**src/rtl/ahb2apb_mux_bridge_pkg.sv**
```systemverilog
// Shared encodings for the AHB-Lite to multi-completer APB bridge:
// HTRANS/HRESP values and the bridge FSM state type.
package ahb2apb_pkg;

  localparam logic [1:0] HTRANS_IDLE   = 2'b00;
  localparam logic [1:0] HTRANS_BUSY   = 2'b01;
  localparam logic [1:0] HTRANS_NONSEQ = 2'b10;
  localparam logic [1:0] HTRANS_SEQ    = 2'b11;

  localparam logic HRESP_OKAY  = 1'b0;
  localparam logic HRESP_ERROR = 1'b1;

  typedef enum logic [2:0] {
    ST_IDLE,
    ST_WDATA,
    ST_SETUP,
    ST_ACCESS,
    ST_ERR1,
    ST_ERR2
  } state_t;

endpackage

```
**src/rtl/ahb2apb_mux_bridge_if.sv**
```systemverilog
// AHB-Lite target side and APB requester side of the bridge in one bundle.
// slave = bridge view, master = view of the AHB master plus APB completers.
interface ahb2apb_mux_bridge_if #(
  parameter int ADDR_WIDTH = 32,
  parameter int DATA_WIDTH = 32,
  parameter int NUM_SLV    = 4
);
  logic                          hsel;
  logic [ADDR_WIDTH-1:0]         haddr;
  logic [1:0]                    htrans;
  logic [2:0]                    hsize;
  logic                          hwrite;
  logic                          hready;
  logic [DATA_WIDTH-1:0]         hwdata;
  logic                          hreadyout;
  logic                          hresp;
  logic [DATA_WIDTH-1:0]         hrdata;

  logic [ADDR_WIDTH-1:0]         paddr;
  logic [NUM_SLV-1:0]            psel;
  logic                          penable;
  logic                          pwrite;
  logic [DATA_WIDTH-1:0]         pwdata;
  logic [DATA_WIDTH/8-1:0]       pstrb;
  logic [NUM_SLV*DATA_WIDTH-1:0] prdata;
  logic [NUM_SLV-1:0]            pready;
  logic [NUM_SLV-1:0]            pslverr;

  modport slave (
    input  hsel, haddr, htrans, hsize, hwrite, hready, hwdata,
    input  prdata, pready, pslverr,
    output hreadyout, hresp, hrdata,
    output paddr, psel, penable, pwrite, pwdata, pstrb
  );

  modport master (
    output hsel, haddr, htrans, hsize, hwrite, hready, hwdata,
    output prdata, pready, pslverr,
    input  hreadyout, hresp, hrdata,
    input  paddr, psel, penable, pwrite, pwdata, pstrb
  );

endinterface

```
**src/rtl/ahb2apb_strb_gen.sv**
```systemverilog
// Byte-strobe generator: a byte is enabled when it lies in the same
// naturally aligned 2**hsize chunk as the address; full-width and larger sizes enable all.
module ahb2apb_strb_gen #(
  parameter int DATA_WIDTH = 32
) (
  input  logic [2:0]                        hsize,
  input  logic [$clog2(DATA_WIDTH/8)-1:0]   addr_lsb,
  output logic [DATA_WIDTH/8-1:0]           strb
);
  localparam int NB    = DATA_WIDTH / 8;
  localparam int LSB_W = $clog2(NB);

  always_comb begin
    strb = '0;
    for (int b = 0; b < NB; b++) begin
      if (int'(hsize) >= LSB_W) strb[b] = 1'b1;
      else                      strb[b] = ((b >> hsize) == (int'(addr_lsb) >> hsize));
    end
  end

endmodule

```
**src/rtl/ahb2apb_mux_bridge.sv**
```systemverilog
// AHB-Lite to APB bridge with integrated decoder for NUM_SLV completers.
// Optional ACCESS-phase timeout is compiled in with AHB2APB_TIMEOUT_EN.
//
// state  | meaning
// IDLE   | ready for a new address phase, OKAY
// WDATA  | write data phase, latch hwdata
// SETUP  | APB setup, psel high
// ACCESS | APB access, wait for pready of selected completer
// ERR1   | first ERROR cycle, hreadyout low
// ERR2   | second ERROR cycle, hreadyout high
module ahb2apb_mux_bridge
  import ahb2apb_pkg::*;
#(
  parameter int ADDR_WIDTH     = 32,
  parameter int DATA_WIDTH     = 32,
  parameter int NUM_SLV        = 4,
  parameter int SLV_ADDR_BITS  = 12,
  parameter int TIMEOUT_CYCLES = 255
) (
  input  logic              hclk,
  input  logic              hreset,
  ahb2apb_mux_bridge_if.slave bus
);
  localparam int NB    = DATA_WIDTH / 8;
  localparam int LSB_W = $clog2(NB);
  localparam int IDX_W = (NUM_SLV > 1) ? $clog2(NUM_SLV) : 1;

  if ((DATA_WIDTH != 32 && DATA_WIDTH != 64) || NUM_SLV < 1 || NUM_SLV > 16 ||
      TIMEOUT_CYCLES < 1) begin : g_bad_cfg
    $error("ahb2apb_mux_bridge: unsupported parameter set");
  end

  state_t                  state;
  logic [IDX_W-1:0]        idx_q;
  logic                    hreadyout_q, hresp_q, penable_q, pwrite_q;
  logic [DATA_WIDTH-1:0]   hrdata_q, pwdata_q;
  logic [ADDR_WIDTH-1:0]   paddr_q;
  logic [NUM_SLV-1:0]      psel_q;
  logic [NB-1:0]           pstrb_q, strb_w;

  logic [IDX_W-1:0]        hidx;
  logic                    mapped, accept, sel_ready, sel_err;
  logic [DATA_WIDTH-1:0]   sel_rdata;

  function automatic logic [NUM_SLV-1:0] onehot(input logic [IDX_W-1:0] i);
    logic [NUM_SLV-1:0] oh;
    oh = '0;
    for (int s = 0; s < NUM_SLV; s++) oh[s] = (int'(i) == s);
    return oh;
  endfunction

  assign hidx      = bus.haddr[SLV_ADDR_BITS +: IDX_W];
  assign mapped    = (int'(hidx) < NUM_SLV);
  assign accept    = bus.hsel & bus.hready & bus.htrans[1] & (state == ST_IDLE);
  assign sel_ready = bus.pready[idx_q];
  assign sel_err   = bus.pslverr[idx_q];
  assign sel_rdata = bus.prdata[int'(idx_q)*DATA_WIDTH +: DATA_WIDTH];

  ahb2apb_strb_gen #(.DATA_WIDTH(DATA_WIDTH)) u_strb_gen (
    .hsize    (bus.hsize),
    .addr_lsb (bus.haddr[LSB_W-1:0]),
    .strb     (strb_w)
  );

`ifdef AHB2APB_TIMEOUT_EN
  localparam int TO_W = $clog2(TIMEOUT_CYCLES + 1);
  logic [TO_W-1:0] to_cnt;
`endif

  always_ff @(posedge hclk) begin
    if (hreset) begin
      state       <= ST_IDLE;
      idx_q       <= '0;
      hreadyout_q <= 1'b1;
      hresp_q     <= HRESP_OKAY;
      hrdata_q    <= '0;
      paddr_q     <= '0;
      pwdata_q    <= '0;
      pstrb_q     <= '0;
      psel_q      <= '0;
      penable_q   <= 1'b0;
      pwrite_q    <= 1'b0;
`ifdef AHB2APB_TIMEOUT_EN
      to_cnt      <= '0;
`endif
    end else begin
      unique case (state)
        ST_IDLE: begin
          if (accept) begin
            idx_q       <= hidx;
            paddr_q     <= ADDR_WIDTH'(bus.haddr[SLV_ADDR_BITS-1:0]);
            pwrite_q    <= bus.hwrite;
            pstrb_q     <= bus.hwrite ? strb_w : '0;
            hreadyout_q <= 1'b0;
            if (!mapped) begin
              hresp_q <= HRESP_ERROR;
              state   <= ST_ERR1;
            end else if (bus.hwrite) begin
              state   <= ST_WDATA;
            end else begin
              psel_q  <= onehot(hidx);
              state   <= ST_SETUP;
`ifdef AHB2APB_TIMEOUT_EN
              to_cnt  <= TO_W'(TIMEOUT_CYCLES - 1);
`endif
            end
          end
        end
        ST_WDATA: begin
          pwdata_q <= bus.hwdata;
          psel_q   <= onehot(idx_q);
          state    <= ST_SETUP;
`ifdef AHB2APB_TIMEOUT_EN
          to_cnt   <= TO_W'(TIMEOUT_CYCLES - 1);
`endif
        end
        ST_SETUP: begin
          penable_q <= 1'b1;
          state     <= ST_ACCESS;
        end
        ST_ACCESS: begin
          if (sel_ready) begin
            psel_q    <= '0;
            penable_q <= 1'b0;
            if (sel_err) begin
              hresp_q <= HRESP_ERROR;
              state   <= ST_ERR1;
            end else begin
              hrdata_q    <= sel_rdata;
              hreadyout_q <= 1'b1;
              state       <= ST_IDLE;
            end
          end
`ifdef AHB2APB_TIMEOUT_EN
          else if (to_cnt == '0) begin
            psel_q    <= '0;
            penable_q <= 1'b0;
            hresp_q   <= HRESP_ERROR;
            state     <= ST_ERR1;
          end else begin
            to_cnt <= to_cnt - 1'b1;
          end
`endif
        end
        ST_ERR1: begin
          hreadyout_q <= 1'b1;
          state       <= ST_ERR2;
        end
        ST_ERR2: begin
          hresp_q <= HRESP_OKAY;
          state   <= ST_IDLE;
        end
        default: state <= ST_IDLE;
      endcase
    end
  end

  assign bus.hreadyout = hreadyout_q;
  assign bus.hresp     = hresp_q;
  assign bus.hrdata    = hrdata_q;
  assign bus.paddr     = paddr_q;
  assign bus.psel      = psel_q;
  assign bus.penable   = penable_q;
  assign bus.pwrite    = pwrite_q;
  assign bus.pwdata    = pwdata_q;
  assign bus.pstrb     = pstrb_q;

endmodule

```
**src/flat_wrapper.sv**
```systemverilog
// flat-port wrapper written by rule: the top's interface ports become plain ports
module ahb2apb_mux_bridge_flat import ahb2apb_pkg::*;
#(
  parameter int ADDR_WIDTH     = 32,
  parameter int DATA_WIDTH     = 32,
  parameter int NUM_SLV        = 4,
  parameter int SLV_ADDR_BITS  = 12,
  parameter int TIMEOUT_CYCLES = 255
)
  (hclk, hreset, bus_hsel, bus_haddr, bus_htrans, bus_hsize, bus_hwrite, bus_hready, bus_hwdata, bus_prdata, bus_pready, bus_pslverr, bus_hreadyout, bus_hresp, bus_hrdata, bus_paddr, bus_psel, bus_penable, bus_pwrite, bus_pwdata, bus_pstrb);
  ahb2apb_mux_bridge_if #(.ADDR_WIDTH(ADDR_WIDTH), .DATA_WIDTH(DATA_WIDTH), .NUM_SLV(NUM_SLV)) bus_i ();
  input  logic hclk;
  input  logic hreset;
  input wire logic [$bits(bus_i.hsel)-1:0] bus_hsel;
  input wire logic [$bits(bus_i.haddr)-1:0] bus_haddr;
  input wire logic [$bits(bus_i.htrans)-1:0] bus_htrans;
  input wire logic [$bits(bus_i.hsize)-1:0] bus_hsize;
  input wire logic [$bits(bus_i.hwrite)-1:0] bus_hwrite;
  input wire logic [$bits(bus_i.hready)-1:0] bus_hready;
  input wire logic [$bits(bus_i.hwdata)-1:0] bus_hwdata;
  input wire logic [$bits(bus_i.prdata)-1:0] bus_prdata;
  input wire logic [$bits(bus_i.pready)-1:0] bus_pready;
  input wire logic [$bits(bus_i.pslverr)-1:0] bus_pslverr;
  output wire logic [$bits(bus_i.hreadyout)-1:0] bus_hreadyout;
  output wire logic [$bits(bus_i.hresp)-1:0] bus_hresp;
  output wire logic [$bits(bus_i.hrdata)-1:0] bus_hrdata;
  output wire logic [$bits(bus_i.paddr)-1:0] bus_paddr;
  output wire logic [$bits(bus_i.psel)-1:0] bus_psel;
  output wire logic [$bits(bus_i.penable)-1:0] bus_penable;
  output wire logic [$bits(bus_i.pwrite)-1:0] bus_pwrite;
  output wire logic [$bits(bus_i.pwdata)-1:0] bus_pwdata;
  output wire logic [$bits(bus_i.pstrb)-1:0] bus_pstrb;
  assign bus_i.hsel = bus_hsel;
  assign bus_i.haddr = bus_haddr;
  assign bus_i.htrans = bus_htrans;
  assign bus_i.hsize = bus_hsize;
  assign bus_i.hwrite = bus_hwrite;
  assign bus_i.hready = bus_hready;
  assign bus_i.hwdata = bus_hwdata;
  assign bus_i.prdata = bus_prdata;
  assign bus_i.pready = bus_pready;
  assign bus_i.pslverr = bus_pslverr;
  assign bus_hreadyout = bus_i.hreadyout;
  assign bus_hresp = bus_i.hresp;
  assign bus_hrdata = bus_i.hrdata;
  assign bus_paddr = bus_i.paddr;
  assign bus_psel = bus_i.psel;
  assign bus_penable = bus_i.penable;
  assign bus_pwrite = bus_i.pwrite;
  assign bus_pwdata = bus_i.pwdata;
  assign bus_pstrb = bus_i.pstrb;
  ahb2apb_mux_bridge #(.ADDR_WIDTH(ADDR_WIDTH), .DATA_WIDTH(DATA_WIDTH), .NUM_SLV(NUM_SLV), .SLV_ADDR_BITS(SLV_ADDR_BITS), .TIMEOUT_CYCLES(TIMEOUT_CYCLES)) u_core (.hclk(hclk), .hreset(hreset), .bus(bus_i));
endmodule
```
**config.mk**
```make
export PLATFORM = sky130hd
export DESIGN_NAME = ahb2apb_mux_bridge_flat
export DESIGN_NICKNAME = d
export VERILOG_FILES = /design/src/rtl/ahb2apb_mux_bridge_pkg.sv /design/src/rtl/ahb2apb_mux_bridge_if.sv /design/src/rtl/ahb2apb_strb_gen.sv /design/src/rtl/ahb2apb_mux_bridge.sv /design/src/flat_wrapper.sv
export SDC_FILE = /design/constraint.sdc
export NUM_CORES = 1
export LEC_CHECK = 0
export BUFFER_PORTS_ARGS = -buffer_cell sky130_fd_sc_hd__buf_4
export CAP_MARGIN = 20
export CORE_MARGIN = 2
export CORE_UTILIZATION = 25
export DETAILED_ROUTE_END_ITERATION = 8
export PLACE_DENSITY_LB_ADDON = 0.12
export SLEW_MARGIN = 20
export SYNTH_ARGS = -nofsm -noshare
export SYNTH_HDL_FRONTEND = slang
export SYNTH_HIERARCHICAL = 1
export SYNTH_SLANG_ARGS = --single-unit
```
**constraint.sdc**
```tcl
create_clock -name hclk -period 2.5 [get_ports hclk]
set_clock_uncertainty 0.1 [all_clocks]
set_input_delay 0.125 -clock hclk [delete_from_list [all_inputs] [get_ports hclk]]
set_output_delay 0.125 -clock hclk [all_outputs]
set_load 0.05 [all_outputs]
```
Word-level counts from Yosys, hierarchy flattened. Index checks and enable logic that the tools add are counted.

Logic and storage cells: 84. Register bits: 93. Input bits: 210.

Bitwise logic cells: 4. Shifts and indexed selects: 6. Multiplexer cells: 27. Order comparisons: 2. Reduce and logical (&&, ||, !) cells: 14. Equal/unequal tests: 20.

Operators with widths (number): 32-bit == test (4); 128-bit by 8-bit indexed part select with 32-bit output (1); 1-bit by 3-bit right shift with 32-bit output (first input constant) (2); 2-bit by 3-bit right shift with 32-bit output (first input constant) (2); 2-bit by 3-bit right shift with 32-bit output (1); 4-bit 2-to-1 mux (4); 3-bit one-hot mux with 5 select lines (1); 1-bit 2-to-1 mux (12); 4-bit one-hot mux with 3 select lines (1); 3-bit 2-to-1 mux (3); 2-bit == test (second input constant) (4); 4-bit AND reduction (2); 3-bit by 2-bit == test with 1-bit output (second input constant) (2); 3-bit == test (second input constant) (2); 2-bit by 1-bit != test with 1-bit output (second input constant) (3); 2-bit AND reduction (3); 3-bit AND reduction (2); 3-bit nonzero test (2); 1-bit binary-select mux with 2-bit select (2); 2-bit by 1-bit == test with 1-bit output (second input constant) (2); 2-bit logical NOT (2); 2-bit != test (second input constant) (2); 1-bit one-hot mux with 2 select lines (2); 2-bit nonzero test (2); other kinds (8) (10).

Depth between registers and ports, before layout.
Depth after elaboration: 5. Depth in mapped cells: 7. Depth with buffers taken out: 4.

Modules after synthesis. Netlist, hierarchy kept.

By module, submodules not included: ahb2apb_mux_bridge (instances 1, seq. area each 1861.8 sq um, cells an instance 499, area each 4774.6 sq um); ahb2apb_strb_gen (instances 1, seq. area each 0.0 sq um, cells an instance 8, area each 42.5 sq um).

Worst setup path before layout. Ideal clock, no wire load.

Kind: flip-flop to flip-flop. From: reg u_core.idx_q[0]. To: reg u_core.psel_q[3], in the netlist u_core/bus.psel[3]. Slack: 0.724 ns. Arrival: 1.554 ns. Cell stages (with the launch flop): 5. Data required time: 2.279 ns. Cells stage by stage: dfxtp_1 mux4_2 o21a_1 and2_4 mux2_4.

Longest elaborated chain between the ends: 4. Elaborated cells on any way between the ends: 6. Classes of those cells: 2 x eq/ne; 3 x mux; 1 x reduce/logical.

Ends and longest elaborated chain: from (decl) (RTL line ahb2apb_mux_bridge.sv:34) `logic [IDX_W-1:0] idx_q;`; from (signal assigned) (RTL line ahb2apb_mux_bridge.sv:90) `idx_q <= hidx;`; 1-bit binary-select mux with 2-bit select (RTL line ahb2apb_mux_bridge.sv:55) `assign sel_ready = bus.pready[idx_q];`; 1-bit 2-to-1 mux (implied by the code) (RTL line ahb2apb_mux_bridge.sv:55); 2-bit by 1-bit != test with 1-bit output (no source line); 4-bit AND reduction (no source line); to (signal assigned) (RTL line ahb2apb_mux_bridge.sv:101) `psel_q <= onehot(hidx);`; to (signal assigned) (RTL line ahb2apb_mux_bridge.sv:111) `psel_q <= onehot(idx_q);`; to (decl) (RTL line ahb2apb_mux_bridge.sv:38) `logic [NUM_SLV-1:0] psel_q;`.

Several ways; a longest one is shown, not always the timed one. The select of a mux whose other input is x is not followed. A chain may end at the register's enable or synchronous reset.

Final worst setup path.
From: reg u_core.state[2]. To: reg u_core.hrdata_q[19], in the netlist u_core/bus.hrdata[19].

Longest elaborated chain between the ends: 2.

Ends and longest elaborated chain: from (decl) (RTL line ahb2apb_mux_bridge.sv:33) `state_t state;`; from (signal assigned) (RTL line ahb2apb_mux_bridge.sv:72) `state <= ST_IDLE;`; from (signal assigned) (RTL line ahb2apb_mux_bridge.sv:97) `state <= ST_ERR1;`; from (signal assigned) (RTL line ahb2apb_mux_bridge.sv:99) `state <= ST_WDATA;`; 3-bit by 2-bit == test with 1-bit output (RTL line ahb2apb_mux_bridge.sv:87) `unique case (state)`; 3-bit AND reduction (no source line); to (signal assigned) (RTL line ahb2apb_mux_bridge.sv:129) `hrdata_q <= sel_rdata;`; to (decl) (RTL line ahb2apb_mux_bridge.sv:36) `logic [DATA_WIDTH-1:0] hrdata_q, pwdata_q;`.

Every way passes these cells.

==> results.cfg <==
[power_and_ir_drop]
swShare = 0.265
clock_power_share = 0.387
intPower_mw = 2.85
p_comb_frac = 0.215
pwr-share-seq = 0.398
p_sw_mw = 1.03
ir_drop_mv = 0.386
total_power_mw = 3.87
p_leak_nw = 3.47
p_per_area_nw_per_um2 = 494

[global_routing]
met2_usage = 0.292
grt-ovfl-total = 0
gr-max-usage-layer = met2
grt_pass1_wl_mm = 24.4
grt_usage = 0.152
grt_pass1_vias = 4946
grt_util_met3 = 0.0547
grt_start_max_net_pins = 59
antenna_found_initial = 0
use_met1 = 0.158

[run_status]
status = complete, no violations

[placement]
gp_congestion = 0.737
dp_hpwl_mm = 11.8
io_buffers = 278

[clock_tree]
clk_path_buf_depth = 2
htree_num_levels = 3
cts_buffers = 9
cts-root-buf = clkbuf_16
clock_latency_ps = 340
cts_tree = built
clock-sinks = 93
cts.clk_slew.worst_paths_ps = 70

[sta]
fmax_mhz = 491
hold_viol_final = 0
slew_violations = 0
period_share = 0.815
min_period_ps = 2040
setup_viol = 0
slew_headroom = 0.496
finalSetupTns_ps = 0
rsz0062_at_grt = false
tightest_slew_ps = 755

[synth]
ys_warn_count = 6
synth_seq_cells = 93
avgSynthCellArea_sq_um = 9.50
synthDistinctLibCells = 43
syn-cell-area_sq_um = 4820
synthCells = 507
seq_area_frac_synth = 0.386

[setup_path]
critPathTopFamily = flip-flops
cp_num_buf_inv = 1
worstPathMaxFanout = 33
cp_slowest_cell = dfxtp_1
critPathRequiredTime_ps = 2660
ff2ff_setup_slack_ps = 460
worstReg2RegEnd = u_core/bus.hrdata[19]
max_stage_delay_ps = 640
startpoint = u_core/state[2]
r2r_start = u_core/state[2]
critPathKind = reg2reg
ff2ff_path_depth = 4
path_depth = 4
setup.worst_path.end = u_core/bus.hrdata[19]
worstPathCellList = nor2b_1, o211ai_4, buf_4, mux2i_1
critPathCaptureType = flop
crit_arrival_ps = 2200
critPathLaunchType = flop

[drt]
drt_wl_total_mm = 15.7
drc = 0
vias_per_cell = 4.40
antenna_left = 0
dr.pass1.iters = 4
drt_iter0_drc = 175
drt-wirelength-per-cell_um = 14.6
vias = 4733

[job]
maxCapViolations = 0

[final_layout]
drive_above_1_share = 0.427
syn2layout_area_growth_pct = 62.9
num-fill-cells = 1851
nets = 1020
layout_commonest_cell = buf_4
antenna_cells = 0
final_cell_mix = buf_4 (284), nand2_1 (100), dfxtp_1 (91)
regArea_sq_um = 1860
multiInputGateArea_sq_um = 2680

[die]
fp.dieH_um = 143
core_area_sq_um = 18800
row_count = 50
dieWidth_um = 143
dieArea_sq_um = 20400
ios = 318
start_util = 0.256

[min_path]
worstHoldPathType = in2reg
==> stage by stage <==
stage                     setup WS [ps]  utilization  cells  instance area [sq um]  hold slack (ps)
after detailed placement            499        0.374   1012                   7050              282
final                               463        0.417   1075                   7850              111
after CTS                           482        0.417   1075                   7850              102
after global placement              580        0.374   1012                   7050              273
after floorplan                     724            -    526                   4890              161
after global routing                345        0.417   1075                   7850              145
==> flip-flops by register name, summed over array words and instances, names as in the netlist <==
register / count
u_core/bus.pwdata: 32
u_core/bus.hrdata: 32
u_core/bus.psel: 4
u_core/bus.hreadyout: 1
u_core/state: 3
u_core/bus.pstrb: 4
u_core/bus.penable: 1
u_core/idx_q: 2
u_core/bus.pwrite: 1
u_core/bus.hresp: 1
u_core/bus.paddr: 12
==> tightest hold or removal path, delay by kind of cell <==
kind            cells  cell delay (ps)
compound gates      2              200
simple gates        2              120
buf+inv             1               80
==> kinds of logic (layout without fill, tap and decap cells) <==
kind of cell / after synthesis / in the layout / synth area share
and+or+nand+nor: 202 / 202 / 0.209
AOI/OAI and AO/OA: 78 / 78 / 0.0935
buffers and inverters: 63 / 352 / 0.0753
other: 1 / 20 / 0.000778
muxes: 70 / 70 / 0.235
DFF: 93 / 93 / 0.386
==> power groups by stage <==
stage | clock network [mW] | logic, mW | registers [mW]
after floorplan | 0 | 0.348 | 1.68
after global placement | 0 | 0.768 | 1.57
after detailed placement | 0 | 0.779 | 1.58
after CTS | 1.57 | 0.841 | 1.54
after global routing | 1.63 | 0.892 | 1.55
final | 1.50 | 0.831 | 1.54
==> layout make-up <==
| class | count | area share |
|---|---|---|
| Multi-Input combinational cell | 370 | 0.341 |
| Timing Repair Buffer | 333 | 0.337 |
| Sequential cell | 93 | 0.238 |
| Tap cell | 260 | 0.0415 |
| Clock buffer | 11 | 0.0309 |
| Clock inverter | 5 | 0.0105 |
| Inverter | 3 | 0.00144 |
==> synth_stat cells <==
cell | count | area share
nand2_1 | 100 | 0.078
dfxtp_1 | 93 | 0.39
nand2b_1 | 66 | 0.086
a21oi_1 | 58 | 0.060
mux2i_1 | 35 | 0.073
mux4_2 | 34 | 0.16
clkbuf_1 | 24 | 0.019
buf_4 | 23 | 0.036
buf_2 | 8 | 0.0083
nand3_1 | 7 | 0.0073
nor2_1 | 7 | 0.0055
nor2b_1 | 5 | 0.0065
nor3_1 | 5 | 0.0052
buf_6 | 4 | 0.0093
o21ai_1 | 4 | 0.0042
a211oi_1 | 3 | 0.0047
inv_1 | 3 | 0.0023
a31oi_1 | 2 | 0.0026
or3b_1 | 2 | 0.0036
a2111oi_2 | 1 | 0.0031
a21boi_2 | 1 | 0.0023
a22oi_1 | 1 | 0.0016
a311oi_1 | 1 | 0.0018
a31o_2 | 1 | 0.0018
and2_1 | 1 | 0.0013
and2_4 | 1 | 0.0018
buf_1 | 1 | 0.00078
conb_1 | 1 | 0.00078
mux2_4 | 1 | 0.0031
nand3b_1 | 1 | 0.0016
nor2_2 | 1 | 0.0013
nor2b_2 | 1 | 0.0018
nor3_4 | 1 | 0.0034
nor3b_1 | 1 | 0.0016
nor4_1 | 1 | 0.0013
nor4bb_1 | 1 | 0.0021
o2111a_1 | 1 | 0.0023
o211ai_2 | 1 | 0.0026
o21a_1 | 1 | 0.0016
o21ai_0 | 1 | 0.0010
o21bai_1 | 1 | 0.0016
o32a_1 | 1 | 0.0021
or2_2 | 1 | 0.0013
==> worst min path at each step <==
stage | start | endpoint | slack, ps | depth (start not counted)
2_1_floorplan | bus_haddr[13] | u_core/idx_q[1] | 160 | 2
3_3_place_gp | bus_haddr[8] | u_core/bus.paddr[8] | 270 | 3
3_5_place_dp | bus_hwdata[18] | u_core/bus.pwdata[18] | 280 | 3
4_1_cts | bus_hsize[1] | u_core/bus.pstrb[0] | 100 | 5
5_1_grt | bus_hsize[1] | u_core/bus.pstrb[0] | 150 | 5
6_report | bus_hsize[1] | u_core/bus.pstrb[0] | 110 | 5
==> layer usage <==
layer,routed length (um),share of wire
met1,5930,0.38
met2,8150,0.52
met3,1450,0.093
met4,154,0.0098
met5,0,0
==> repair_timing <==
item,CTS,global route
resized for setup,0,0
endpoints found under the hold margin,51,0
hold buffers,47,0
setup buffers,0,0
Power figures use the tool's default switching activity.
